File: src/rtl/mldsa_hint_unit.sv
// Streaming ML-DSA Decompose/MakeHint/UseHint engine; sec_level (44/65/87) and op latched per job. Macro MLDSA_HINT_GAMMA88_EN compiles in the (q-1)/88 path.
// Latency: 3 cycles from input accept to out_valid, 1 beat/cycle throughput.
// Backpressure: out_ready low with stage 3 full freezes every stage and drops in_ready; no beat is lost or repeated.
module mldsa_hint_unit #(
    parameter int Q       = 8380417,
    parameter int COEFF_W = 23,
    parameter int N       = 256,
    parameter int CNT_W   = 12
) (
    input  logic               clk,
    input  logic               rst_n,
    input  logic               start,
    input  logic [1:0]         sec_level,
    input  logic               op,
    input  logic               in_valid,
    output logic               in_ready,
    input  logic [COEFF_W-1:0] in_a,
    input  logic [COEFF_W-1:0] in_b,
    output logic               out_valid,
    input  logic               out_ready,
    output logic [5:0]         out_data,
    output logic               busy,
    output logic               done,
    output logic [CNT_W-1:0]   hint_count,
    output logic               omega_err,
    output logic               mode_err
);

`ifdef MLDSA_HINT_GAMMA88_EN
    localparam bit G88_EN = 1'b1;
`else
    localparam bit G88_EN = 1'b0;
`endif
    localparam int          CW      = $clog2(N);
    localparam logic [31:0] TWO_G32 = 32'((Q - 1) / 16);
    localparam logic [31:0] TWO_G88 = 32'((Q - 1) / 44);
    localparam int          HALF_Q  = (Q - 1) / 2;

    // Returns {r0 > 0, r1}. r1 comes from a rounded reciprocal multiply; the top
    // bucket (r1 = m) folds to 0 and r0 is re-centred, which yields the r0 = -1
    // special case at r = q-1 without a separate compare.
    function automatic logic [6:0] decompose(input logic [COEFF_W-1:0] a, input logic g88);
        logic [31:0] t;
        logic [31:0] r1;
        int          r0;
        t = (32'(a) + 32'd127) >> 7;
        if (g88) begin
            r1 = (t * 32'd11275 + 32'd8388608) >> 24;
            if (r1 > 32'd43) r1 = 32'd0;
        end else begin
            r1 = ((t * 32'd1025 + 32'd2097152) >> 22) & 32'd15;
        end
        r0 = $signed(32'(a)) - $signed(r1 * (g88 ? TWO_G88 : TWO_G32));
        if (r0 > HALF_Q) r0 = r0 - Q;
        return {r0 > 0, r1[5:0]};
    endfunction

    logic               busy_q, busy_d, op_q, op_d, g88_q, g88_d;
    logic [2:0]         last_poly_q, last_poly_d;
    logic [6:0]         omega_q, omega_d;
    logic [CW-1:0]      in_coeff_q, in_coeff_d, out_coeff_q, out_coeff_d;
    logic [2:0]         in_poly_q, in_poly_d, out_poly_q, out_poly_d;
    logic               in_fin_q, in_fin_d;
    logic [CNT_W-1:0]   hint_count_q, hint_count_d;
    logic               omega_err_q, omega_err_d, mode_err_q, mode_err_d, done_q, done_d;
    logic               s1_vld_q, s1_vld_d, s1_h_q, s1_h_d;
    logic [COEFF_W-1:0] s1_r_q, s1_r_d, s1_s_q, s1_s_d;
    logic               s2_vld_q, s2_vld_d, s2_r0p_q, s2_r0p_d, s2_h_q, s2_h_d;
    logic [5:0]         s2_r1r_q, s2_r1r_d, s2_r1s_q, s2_r1s_d;
    logic               s3_vld_q, s3_vld_d;
    logic [5:0]         s3_dat_q, s3_dat_d;

    logic               g88, adv, in_fire, out_fire, last_out, sec_ok, wrap;
    logic [2:0]         sec_last;
    logic [6:0]         sec_omega;
    logic [COEFF_W:0]   sum_raw;
    logic [COEFF_W-1:0] sum_mod;
    logic [6:0]         dec_r, dec_s;
    logic [5:0]         m_max, res;

    assign g88      = G88_EN & g88_q;
    assign adv      = !s3_vld_q || out_ready;
    assign in_ready = busy_q && !in_fin_q && adv;
    assign in_fire  = in_valid && in_ready;
    assign out_fire = s3_vld_q && out_ready;
    assign last_out = out_fire && (out_poly_q == last_poly_q) && (out_coeff_q == CW'(N - 1));
    assign sum_raw  = {1'b0, in_a} + {1'b0, in_b};
    assign wrap     = sum_raw >= (COEFF_W + 1)'(Q);
    assign sum_mod  = in_a + in_b - (wrap ? COEFF_W'(Q) : '0);
    assign dec_r    = decompose(s1_r_q, g88);
    assign dec_s    = decompose(s1_s_q, g88);
    assign m_max    = g88 ? 6'd43 : 6'd15;

    // Stage-3 result: hint bit for MakeHint, adjusted high bits for UseHint.
    always_comb begin
        res = s2_r1r_q;
        if (!op_q)             res = {5'd0, s2_r1r_q != s2_r1s_q};
        else if (!s2_h_q)      res = s2_r1r_q;
        else if (s2_r0p_q)     res = (s2_r1r_q == m_max) ? 6'd0 : s2_r1r_q + 6'd1;
        else                   res = (s2_r1r_q == 6'd0) ? m_max : s2_r1r_q - 6'd1;
    end

    // Job control, beat counters, hint accounting and pipeline advance.
    always_comb begin
        busy_d = busy_q;   op_d = op_q;   g88_d = g88_q;
        last_poly_d = last_poly_q;   omega_d = omega_q;
        in_coeff_d = in_coeff_q;     in_poly_d = in_poly_q;     in_fin_d = in_fin_q;
        out_coeff_d = out_coeff_q;   out_poly_d = out_poly_q;
        hint_count_d = hint_count_q; omega_err_d = omega_err_q; mode_err_d = mode_err_q;
        done_d = 1'b0;
        s1_vld_d = s1_vld_q; s1_r_d = s1_r_q; s1_s_d = s1_s_q; s1_h_d = s1_h_q;
        s2_vld_d = s2_vld_q; s2_r1r_d = s2_r1r_q; s2_r1s_d = s2_r1s_q; s2_r0p_d = s2_r0p_q; s2_h_d = s2_h_q;
        s3_vld_d = s3_vld_q; s3_dat_d = s3_dat_q;
        sec_ok = 1'b0; sec_last = 3'd0; sec_omega = 7'd0;
        case (sec_level)
            2'd0:    begin sec_ok = G88_EN; sec_last = 3'd3; sec_omega = 7'd80; end
            2'd1:    begin sec_ok = 1'b1;   sec_last = 3'd5; sec_omega = 7'd55; end
            2'd2:    begin sec_ok = 1'b1;   sec_last = 3'd7; sec_omega = 7'd75; end
            default: begin sec_ok = 1'b0;   sec_last = 3'd0; sec_omega = 7'd0;  end
        endcase

        if (!busy_q && start) begin
            hint_count_d = '0; omega_err_d = 1'b0;
            in_coeff_d = '0; in_poly_d = '0; in_fin_d = 1'b0;
            out_coeff_d = '0; out_poly_d = '0;
            if (sec_ok) begin
                busy_d = 1'b1; op_d = op; g88_d = (sec_level == 2'd0);
                last_poly_d = sec_last; omega_d = sec_omega; mode_err_d = 1'b0;
            end else begin
                mode_err_d = 1'b1; done_d = 1'b1;
            end
        end

        if (in_fire) begin
            if (in_coeff_q == CW'(N - 1)) begin
                in_coeff_d = '0;
                if (in_poly_q == last_poly_q) in_fin_d  = 1'b1;
                else                          in_poly_d = in_poly_q + 3'd1;
            end else begin
                in_coeff_d = in_coeff_q + 1'b1;
            end
        end

        if (out_fire) begin
            if (!op_q && s3_dat_q[0] && (hint_count_q != {CNT_W{1'b1}}))
                hint_count_d = hint_count_q + 1'b1;
            if (out_coeff_q == CW'(N - 1)) begin
                out_coeff_d = '0;
                out_poly_d  = out_poly_q + 3'd1;
            end else begin
                out_coeff_d = out_coeff_q + 1'b1;
            end
            if (last_out) begin
                busy_d = 1'b0; done_d = 1'b1; in_fin_d = 1'b0;
            end
        end

        if (busy_q && !op_q)
            omega_err_d = omega_err_q || (hint_count_d > CNT_W'(omega_q));

        if (adv) begin
            s1_vld_d = in_fire;  s1_r_d = in_a; s1_s_d = sum_mod; s1_h_d = in_b[0];
            s2_vld_d = s1_vld_q; s2_r1r_d = dec_r[5:0]; s2_r0p_d = dec_r[6];
            s2_r1s_d = dec_s[5:0]; s2_h_d = s1_h_q;
            s3_vld_d = s2_vld_q; s3_dat_d = res;
        end
    end

    // State register with synchronous active-low reset.
    always_ff @(posedge clk) begin
        if (!rst_n) begin
            busy_q <= 1'b0; op_q <= 1'b0; g88_q <= 1'b0; last_poly_q <= '0; omega_q <= '0;
            in_coeff_q <= '0; in_poly_q <= '0; in_fin_q <= 1'b0; out_coeff_q <= '0; out_poly_q <= '0;
            hint_count_q <= '0; omega_err_q <= 1'b0; mode_err_q <= 1'b0; done_q <= 1'b0;
            s1_vld_q <= 1'b0; s1_r_q <= '0; s1_s_q <= '0; s1_h_q <= 1'b0;
            s2_vld_q <= 1'b0; s2_r1r_q <= '0; s2_r1s_q <= '0; s2_r0p_q <= 1'b0; s2_h_q <= 1'b0;
            s3_vld_q <= 1'b0; s3_dat_q <= '0;
        end else begin
            busy_q <= busy_d; op_q <= op_d; g88_q <= g88_d; last_poly_q <= last_poly_d; omega_q <= omega_d;
            in_coeff_q <= in_coeff_d; in_poly_q <= in_poly_d; in_fin_q <= in_fin_d;
            out_coeff_q <= out_coeff_d; out_poly_q <= out_poly_d;
            hint_count_q <= hint_count_d; omega_err_q <= omega_err_d; mode_err_q <= mode_err_d; done_q <= done_d;
            s1_vld_q <= s1_vld_d; s1_r_q <= s1_r_d; s1_s_q <= s1_s_d; s1_h_q <= s1_h_d;
            s2_vld_q <= s2_vld_d; s2_r1r_q <= s2_r1r_d; s2_r1s_q <= s2_r1s_d; s2_r0p_q <= s2_r0p_d; s2_h_q <= s2_h_d;
            s3_vld_q <= s3_vld_d; s3_dat_q <= s3_dat_d;
        end
    end

    assign out_valid  = s3_vld_q;
    assign out_data   = s3_dat_q;
    assign busy       = busy_q;
    assign done       = done_q;
    assign hint_count = hint_count_q;
    assign omega_err  = omega_err_q;
    assign mode_err   = mode_err_q;

endmodule

File: config.mk
export PLATFORM = sky130hd
export DESIGN_NAME = mldsa_hint_unit
export DESIGN_NICKNAME = d
export VERILOG_FILES = /design/src/rtl/mldsa_hint_unit.sv
export SDC_FILE = /design/constraint.sdc
export NUM_CORES = 1
export LEC_CHECK = 0
export CORE_UTILIZATION = 45
export CTS_BUF_LIST = sky130_fd_sc_hd__clkbuf_16
export CTS_CLUSTER_SIZE = 20
export DETAILED_ROUTE_END_ITERATION = 6
export DONT_BUFFER_PORTS = 1
export GPL_TIMING_DRIVEN = 0
export PLACE_DENSITY = 0.64
export SYNTH_ARGS = -nofsm -noshare
export SYNTH_HDL_FRONTEND = slang
export SYNTH_SLANG_ARGS = --single-unit
File: constraint.sdc
create_clock -name clk -period 16 [get_ports clk]
set_input_delay 4 -clock clk [delete_from_list [all_inputs] [get_ports clk]]
set_output_delay 4 -clock clk [all_outputs]
set_load 0.02 [all_outputs]
==> impl_metrics.json, run 1 <==
{
  "synthesis.nets": 1684,
  "synth_top_area_share_pct": 20.2,
  "rows": 56,
  "cp_common_cell": "ha_1",
  "hold_buffers": 0,
  "multi_input_area_um2": 8180,
  "drt-pass1-iter-count": 5,
  "die_h_um": 158,
  "coreArea_um2": 23800,
  "vias": 10286,
  "fmax_mhz": 96.6,
  "grt_setup_unrepaired": "no",
  "slew_headroom_pct": 44.9,
  "finalCritPeriodShare_pct": 64.7,
  "clk_pin_slew_worst_paths_ps": 80,
  "ys.flop_type": "dfxtp_1",
  "grt_max_degree": 24,
  "gp_congestion": 0.888,
  "synthCells": 1460,
  "synth_edf_count": 0,
  "min_path_type": "reg2reg",
  "fin_nets": 1695,
  "yosysSeqAreaShare_pct": 20.2,
  "crit_path_end_kind": "flip-flop",
  "synth_area_leader_cell": "dfxtp_1",
  "synth_cell_type_count": 76,
  "diodes": 0,
  "syn_avg_cell_area_um2": 7.54,
  "finalPower_mw": 1.21,
  "die_x_um": 158,
  "synthTopCellsByCount": "179 x nand2_1, 152 x ha_1, 121 x nor2_1",
  "drive_gt1_share_pct": 3.05,
  "cts_buffers": 9,
  "ys_seq_elements": 111,
  "placed_cell_area_um2": 11400,
  "cts_tree": "built",
  "cp_slowest_stage_delay_ps": 600,
  "gr-total-overflow": 0,
  "cts_root_buf": "clkbuf_16",
  "slew_violations": 0,
  "fillers": 2396,
  "vias_per_cell": 5.73,
  "antenna_left": 0,
  "design.die.area_um2": 25100,
  "drtIter0Drc": 703,
  "routed_wirelength_mm": 29.5,
  "yosys_warnings": 0,
  "final.setup.tns_ps": 0,
  "async_flop_share_pct": 0,
  "drc": 0,
  "outcome": "finished, final reports clean",
  "critical_path_required_ps": 16240,
  "maxCapViolCount": 0,
  "io_pins": 78,
  "dpl.hpwl_mm": 23.6,
  "cts_setup_buffers": 0,
  "period_minus_slack_ps": 10360,
  "p_leak_nw": 5.22,
  "ir_drop_mv": 0.0842,
  "hold_viol_final": 0,
  "post_drt_wl_per_cell_um": 16.5,
  "regArea_um2": 2220,
  "grt_use_total_pct": 23.6,
  "finalSetupViolCount": 0,
  "critPathSlowestCell": "or4_4",
  "grt_antenna_before_repair": 0,
  "worst_pin_slew_ps": 826,
  "dp.cells": 1779,
  "worstPathArrival_ps": 10600,
  "synthTopCellsByArea": "dfxtp_1 20%, ha_1 17%, nand2_1 6.1%, a21oi_1 5.3%, xnor2_1 4.7%",
  "crit_fanout": 10,
  "grt_pass1_vias": 9467,
  "power_density_nw_per_um2": 103,
  "start_util_pct": 46.4,
  "cts_max_level": 3,
  "design_area_um2": 11700,
  "crit_path_start_kind": "flip-flop",
  "cts_resized": 0,
  "clk_latency_ps": 370,
  "cts_max_path_buffers": 2,
  "critPathKind": "reg2reg",
  "clock_sink_count": 111,
  "fin_worst_skew_ps": 18.8,
  "netlist_area_um2": 11000,
  "stdcell_count": 1795,
  "grt_first_pass_wirelength_mm": 46.9,
  "post-synth-top-count-cell": "nand2_1",
  "io_buffer_count": 0,
  "area_growth_pct": 6.57
}
## per-layer routing
layer  global-route usage (%)  share of wire (%)
met5                        0                  0
met4                     8.52                2.8
met3                     3.70                5.1
met2                     39.9                 46
met1                     30.3                 46
## registers in the layout, indices dropped and copies added, names as in the netlist, 2 cells and up
register	flops
hint_count	12
in_coeff_q	8
in_poly_q	3
last_poly_q	2
omega_q	4
out_coeff_q	8
out_data	5
out_poly_q	3
s1_r_q	23
s1_s_q	23
s2_r1r_q	4
s2_r1s_q	4
## critical path: cells and delay by family, from the launching register on
family / cells / cell delay (ps)
flops: 1 / 430
simple gates: 10 / 2510
mux: 1 / 160
xor+xnor: 2 / 690
compound gates: 10 / 1980
fa+ha+maj: 9 / 3330
buf+inv: 6 / 1120
## final timing paths
kind,startpoint,to,slack (ps),cells past startpoint
setup / recovery,s1_r_q[7],s2_r0p_q,5640,38
hold / removal,s2_vld_q,s2_vld_q,460,2
setup reg to reg,s1_r_q[7],s2_r0p_q,5640,38
hold reg to reg,s2_vld_q,s2_vld_q,460,2
## cells by family (layout without fill, tap and decap cells)
logic type               after synthesis  count (layout)  share of synthesized area, %
buffers and inverters                163             179                          5.67
flip-flops                           111             111                          20.2
adder cells (fa/ha/maj)              170             170                          20.5
multiplexers                          14              14                          1.32
AO/OA/AOI/OAI                        378             378                          21.8
AND/OR/NAND/NOR                      528             528                          22.8
XOR/XNOR                              96              96                          7.70
## final cells by class
type,count,share of cell area (%)
multi-input cells,1186,69.7
flip-flops and latches,111,18.9
inverters,108,3.45
well taps,319,3.40
clock buffers,9,1.92
plain buffers,55,1.87
clock inverters,7,0.778
## power by group
| part | leakage, nW | internal [mW] | switching, mW |
|---|---|---|---|
| Clock | 0.152 | 0.114 | 0.126 |
| Sequential | 0.911 | 0.303 | 0.0306 |
| Combinational | 4.16 | 0.263 | 0.369 |
| Total | 5.22 | 0.680 | 0.526 |
## cell usage in the layout (no fill, tap or decap), types with 20 or more instances in the layout
master / count
nand3_1: 58
nand2_1: 179
and3_1: 22
ha_1: 152
and2_1: 22
a31oi_1: 21
dfxtp_1: 111
clkbuf_1: 47
nor3_1: 31
a21o_1: 25
xor2_1: 36
o21ai_0: 86
a21oi_1: 117
nor2_1: 121
nand4_1: 20
inv_1: 106
xnor2_1: 59
## through the flow
stage	worst slack, ps	util (%)	hold WS, ps
finish	5640	49.4	456
global route	5000	49.4	483
CTS	5800	49.4	457
detailed placement	5870	48.1	446
global placement	5380	48.1	442
floorplan	6600	-	432
(Power assumes the default switching activity.)
==> inputs of run 2 (changes only) <==
PLACE_DENSITY = 0.66   (was 0.64)
clock period = 8.8 ns   (was 16 ns; I/O delays follow)
==> run 2 against run 1 <==
Effect of this change: die area stayed put; fmax is 19% higher; worst hold slack better by 7.7 ps; register-to-register slack worse by 5600 ps; first-iteration DRC count is 7.1% higher; final cell count is 2.5% higher; routed wire length is 2.5% higher; clock skew is 5.8 ps lower; sequential power is 81% higher; flip-flop and latch count stayed put; largest cell class unchanged; largest power group unchanged.
==> impl_metrics.json, run 2 (same netlist as run 1, synthesis figures left out) <==
{
  "p_comb_share_pct": 55.3,
  "p_leak_nw": 5.51,
  "io_pins": 78,
  "dpl.hpwl_mm": 23.1,
  "grt_first_pass_wirelength_mm": 48.0,
  "drtIter0Drc": 753,
  "maxCapViolCount": 0,
  "start_util_pct": 46.4,
  "grt_pass1_vias": 9940,
  "sequentialPowerShare_pct": 26.0,
  "crit_fanout": 5,
  "design.die.area_um2": 25100,
  "gp_congestion": 0.899,
  "drt-pass1-iter-count": 5,
  "cts_max_level": 3,
  "hold_viol_final": 0,
  "ir_drop_mv": 0.0966,
  "multi_input_area_um2": 8570,
  "routed_wirelength_mm": 30.3,
  "fmax_mhz": 115,
  "drive_gt1_share_pct": 11.1,
  "hold_ws_ps": 463,
  "regArea_um2": 2270,
  "die_h_um": 158,
  "cts_max_path_buffers": 2,
  "outcome": "finished, final reports clean",
  "gr-total-overflow": 0,
  "switching_power_mw": 0.999,
  "final_core_util_pct": 52.9,
  "post_drt_wl_per_cell_um": 16.5,
  "die_x_um": 158,
  "diodes": 0,
  "wl_met3_mm": 1.82,
  "clk_latency_ps": 370,
  "final_cell_mix": "178 x nand2_1, 138 x ha_1, 120 x nor2_1",
  "grt_setup_unrepaired": "yes",
  "top_layer": "met4",
  "vias_per_cell": 5.78,
  "final_common_cell": "nand2_1",
  "critPathKind": "reg2reg",
  "area_growth_pct": 14.0,
  "worstPathArrival_ps": 8950,
  "min_path_type": "reg2reg",
  "drc": 0,
  "final.setup.tns_ps": 0,
  "finalSetupViolCount": 0,
  "fillers": 2277,
  "crit_path_start_kind": "flip-flop",
  "antenna_left": 0,
  "clk_pin_slew_worst_paths_ps": 90,
  "cts_root_buf": "clkbuf_16",
  "period_minus_slack_ps": 8710,
  "finalCritPeriodShare_pct": 99.0,
  "fin_worst_skew_ps": 13.1,
  "cts_tree": "built",
  "p_clk_share_pct": 18.6,
  "worst_pin_slew_ps": 836,
  "grt_max_degree": 24,
  "switching_share_pct": 43.1,
  "critical_path_required_ps": 9040,
  "fin_nets": 1739,
  "slew_headroom_pct": 43.8,
  "cp_common_cell": "inv_2",
  "crit_path_end_kind": "flip-flop",
  "critPathSlowestCell": "or4b_4",
  "internal_power_mw": 1.32,
  "vias": 10628,
  "grt_use_total_pct": 23.9,
  "coreArea_um2": 23800,
  "cp_slowest_stage_delay_ps": 580,
  "slew_violations": 0,
  "cts_buffers": 9,
  "rows": 56,
  "io_buffer_count": 0,
  "clock_sink_count": 111,
  "wl_met2_mm": 14.2,
  "grt_antenna_before_repair": 0,
  "wl_met1_mm": 13.7,
  "power_density_nw_per_um2": 185
}
## run 2: cell types whose count changed in the layout (fill, tap and decap cells not counted), moves of 9 or more
cell     delta
dfxtp_1    -19
dfxtp_2     +9
ha_4       +11
dfxtp_4    +10
ha_1       -14
buf_4      +40
## run 2: timing repair
item	CTS	global route
gates resized for setup	57	53
pin swaps	25	41
setup endpoints to repair	1	1
hold buffers	0	0
buffers inserted	24	22
## run 2: area by class of cell
class | instances | area share [%]
Clock inverter | 7 | 0.687
Inverter | 108 | 3.23
Multi-Input combinational cell | 1186 | 68.2
Timing Repair Buffer | 46 | 2.87
Tap cell | 319 | 3.18
Clock buffer | 9 | 1.79
Sequential cell | 111 | 18.1
Buffer | 53 | 1.96
## run 2: path summary, 6_finish.rpt
| kind | start | end | cells after the start | slack [ps] |
|---|---|---|---|---|
| worst min register to register | s1_s_q[2] | s1_s_q[2] | 2 | 460 |
| worst min-delay path | s1_s_q[2] | s1_s_q[2] | 2 | 460 |
| worst max register to register | s1_r_q[7] | s2_r0p_q | 38 | 90 |
| worst max-delay path | s1_r_q[7] | s2_r0p_q | 38 | 90 |
## run 2: layer usage
layer  vias to the layer above  track usage (%)
li1                       5272                -
met1                      4996             30.3
met2                       313             41.3
met3                        47             4.38
met4                         0             6.23
met5                         -                0
## run 2: through the flow
step	setup WS, ps	instance area [um^2]	power [mW]	cells
after floorplan	13.6	11000	1.51	1460
after global placement	-1010	11400	1.73	1779
after detailed placement	-1050	11400	1.75	1779
after CTS	3.46	12200	2.25	1817
after global routing	-250	12600	2.50	1839
final	89.3	12600	2.32	1839
## run 2: power groups by stage
| stage | sequential [mW] | clock [mW] | combinational, mW |
|---|---|---|---|
| finish | 0.604 | 0.432 | 1.28 |
| detailed placement | 0.615 | 0 | 1.13 |
| floorplan | 0.600 | 0 | 0.909 |
| global route | 0.610 | 0.457 | 1.43 |
| CTS | 0.602 | 0.438 | 1.21 |
| global placement | 0.613 | 0 | 1.12 |
## run 2: critical path, delay by kind of cell (launching register included)
family / cells / cell delay (ps)
fa+ha+maj: 9 / 2830
simple gates: 10 / 2670
compound gates: 9 / 1580
buf+inv: 7 / 550
xor+xnor: 2 / 450
flops: 1 / 380
mux: 1 / 160
==> inputs of run 3 (changes only) <==
CORE_UTILIZATION = 40   (was 45)
CTS_CLUSTER_DIAMETER = 50   (was unset)
PLACE_DENSITY = 0.6   (was 0.66)
==> run 3 against run 2 <==
Effect of this change: die area grew 12%; combinational power hardly changed; global-route usage is 2.0 points lower; sequential share of layout area about the same; worst setup slack lost 38 ps; clock skew shrank 1.1 ps; via count decreased by 1.4%; sequential power is essentially flat; fmax decreased by 0.44%; first-iteration DRC count decreased by 15%; count of clock-buffer cells in the layout unchanged; largest power group unchanged.
==> impl_metrics.json, run 3 (same netlist as run 1, synthesis figures left out) <==
{
  "final_common_cell": "nand2_1",
  "switching_share_pct": 43.4,
  "critPathKind": "reg2reg",
  "hold_buffers": 0,
  "io_pins": 78,
  "gp_congestion": 0.907,
  "worstPathArrival_ps": 9000,
  "hold_viol_final": 0,
  "slew_violations": 0,
  "coreArea_um2": 27000,
  "die_x_um": 168,
  "fin_nets": 1744,
  "drc": 0,
  "crit_path_end_kind": "flip-flop",
  "sequentialPowerShare_pct": 25.8,
  "grt_max_degree": 23,
  "grt_setup_unrepaired": "yes",
  "critical_path_required_ps": 9050,
  "internal_power_mw": 1.33,
  "clock_sink_count": 111,
  "fmax_mhz": 114,
  "rows": 60,
  "start_util_pct": 40.9,
  "grt_antenna_before_repair": 0,
  "io_buffer_count": 0,
  "switching_power_mw": 1.02,
  "ir_drop_mv": 0.0950,
  "drtIter0Drc": 639,
  "crit_path_start_kind": "flip-flop",
  "gr-total-overflow": 0,
  "diodes": 0,
  "die_h_um": 168,
  "critPathSlowestCell": "or4b_4",
  "grt_pass1_vias": 9985,
  "cts_buffers": 9,
  "outcome": "finished, final reports clean",
  "dpl.hpwl_mm": 23.9,
  "grt_first_pass_wirelength_mm": 50.1,
  "power_density_nw_per_um2": 186,
  "cts_root_buf": "clkbuf_16",
  "p_comb_share_pct": 55.8,
  "cts_max_path_buffers": 2,
  "clk_latency_ps": 370,
  "vias": 10479,
  "drive_gt1_share_pct": 11.5,
  "slew_headroom_pct": 39.8,
  "design.die.area_um2": 28200,
  "min_path_type": "reg2reg",
  "period_minus_slack_ps": 8750,
  "final.setup.tns_ps": 0,
  "routed_wirelength_mm": 30.9,
  "finalSetupViolCount": 0,
  "maxCapViolCount": 0,
  "final_core_util_pct": 46.8,
  "cp_slowest_stage_delay_ps": 580,
  "finalCritPeriodShare_pct": 99.4,
  "cp_common_cell": "ha_4",
  "fin_worst_skew_ps": 11.9,
  "crit_fanout": 8,
  "drt-pass1-iter-count": 5,
  "area_growth_pct": 14.6,
  "worst_pin_slew_ps": 896,
  "p_clk_share_pct": 18.4,
  "cts_tree": "built",
  "post_drt_wl_per_cell_um": 16.6,
  "vias_per_cell": 5.62,
  "p_leak_nw": 5.52,
  "grt_use_total_pct": 21.8,
  "clk_pin_slew_worst_paths_ps": 90,
  "final_cell_mix": "178 x nand2_1, 141 x ha_1, 120 x nor2_1",
  "cts_max_level": 3,
  "antenna_left": 0
}
## run 3: changes by cell type in the layout (fill, tap and decap cells not counted), sizes merged
cell,previous run,this run
buf,55,61
clkbuf,53,52
clkinvlp,0,1
inv,113,112
## run 3: final timing paths
path / cells past startpoint / startpoint / slack [ps] / to
setup / recovery: 36 / s1_r_q[7] / 50 / s2_r0p_q
hold / removal: 2 / s1_h_q / 460 / s1_h_q
setup reg to reg: 36 / s1_r_q[7] / 50 / s2_r0p_q
hold reg to reg: 2 / s1_h_q / 460 / s1_h_q
## run 3: what timing repair did
action	4_1_cts	5_1_grt
gates resized for setup	56	60
buffers inserted	26	26
pin swaps	21	41
endpoints found under the setup margin	1	1
## run 3: cell type report
class                      count  area [um^2]
clock buffer                   9          225
clock inverter                 7         80.1
inverter                     108          408
tap                          341          427
sequential                   111         2280
timing repair buffer          52          398
buffer                        52          250
multi-input combinational   1186         8560
fill                        2688        14300
## run 3: worst max-delay path: cells and delay by family, from the launching register on
family | cells | cell delay (ps)
adder cells (fa/ha/maj) | 9 | 2850
AND/OR/NAND/NOR | 8 | 2620
AO/OA/AOI/OAI | 9 | 1420
buffers and inverters | 7 | 730
XOR/XNOR | 2 | 440
flip-flops | 1 | 390
multiplexers | 1 | 180
## run 3: stage by stage
step | cell area (um^2) | instances | setup slack, ps | power (mW) | hold WS (ps)
6_report | 12600 | 1866 | 51.0 | 2.34 | 458
5_1_grt | 12600 | 1866 | -334 | 2.53 | 475
4_1_cts | 12200 | 1842 | 5.31 | 2.26 | 456
3_5_place_dp | 11400 | 1801 | -1060 | 1.76 | 445
3_3_place_gp | 11400 | 1801 | -994 | 1.75 | 444
2_1_floorplan | 11000 | 1460 | 13.6 | 1.51 | 432
## run 3: per-layer routing
layer  part of all wire, %  GRT usage [%]  up-vias  wire length [um]
met2                    47           37.1      271             14400
li1                      -              -     5271                 -
met4                   1.3           4.51        0               404
met1                    46           28.7     4906             14300
met3                   5.6           4.07       31              1740
met5                     0              0        -                 0
## run 3: power groups by stage
stage / clock network (mW) / registers (mW) / logic, mW
after CTS: 0.438 / 0.604 / 1.22
after global placement: 0 / 0.615 / 1.13
after floorplan: 0 / 0.600 / 0.909
after global routing: 0.460 / 0.611 / 1.46
after detailed placement: 0 / 0.616 / 1.14
final: 0.431 / 0.605 / 1.31
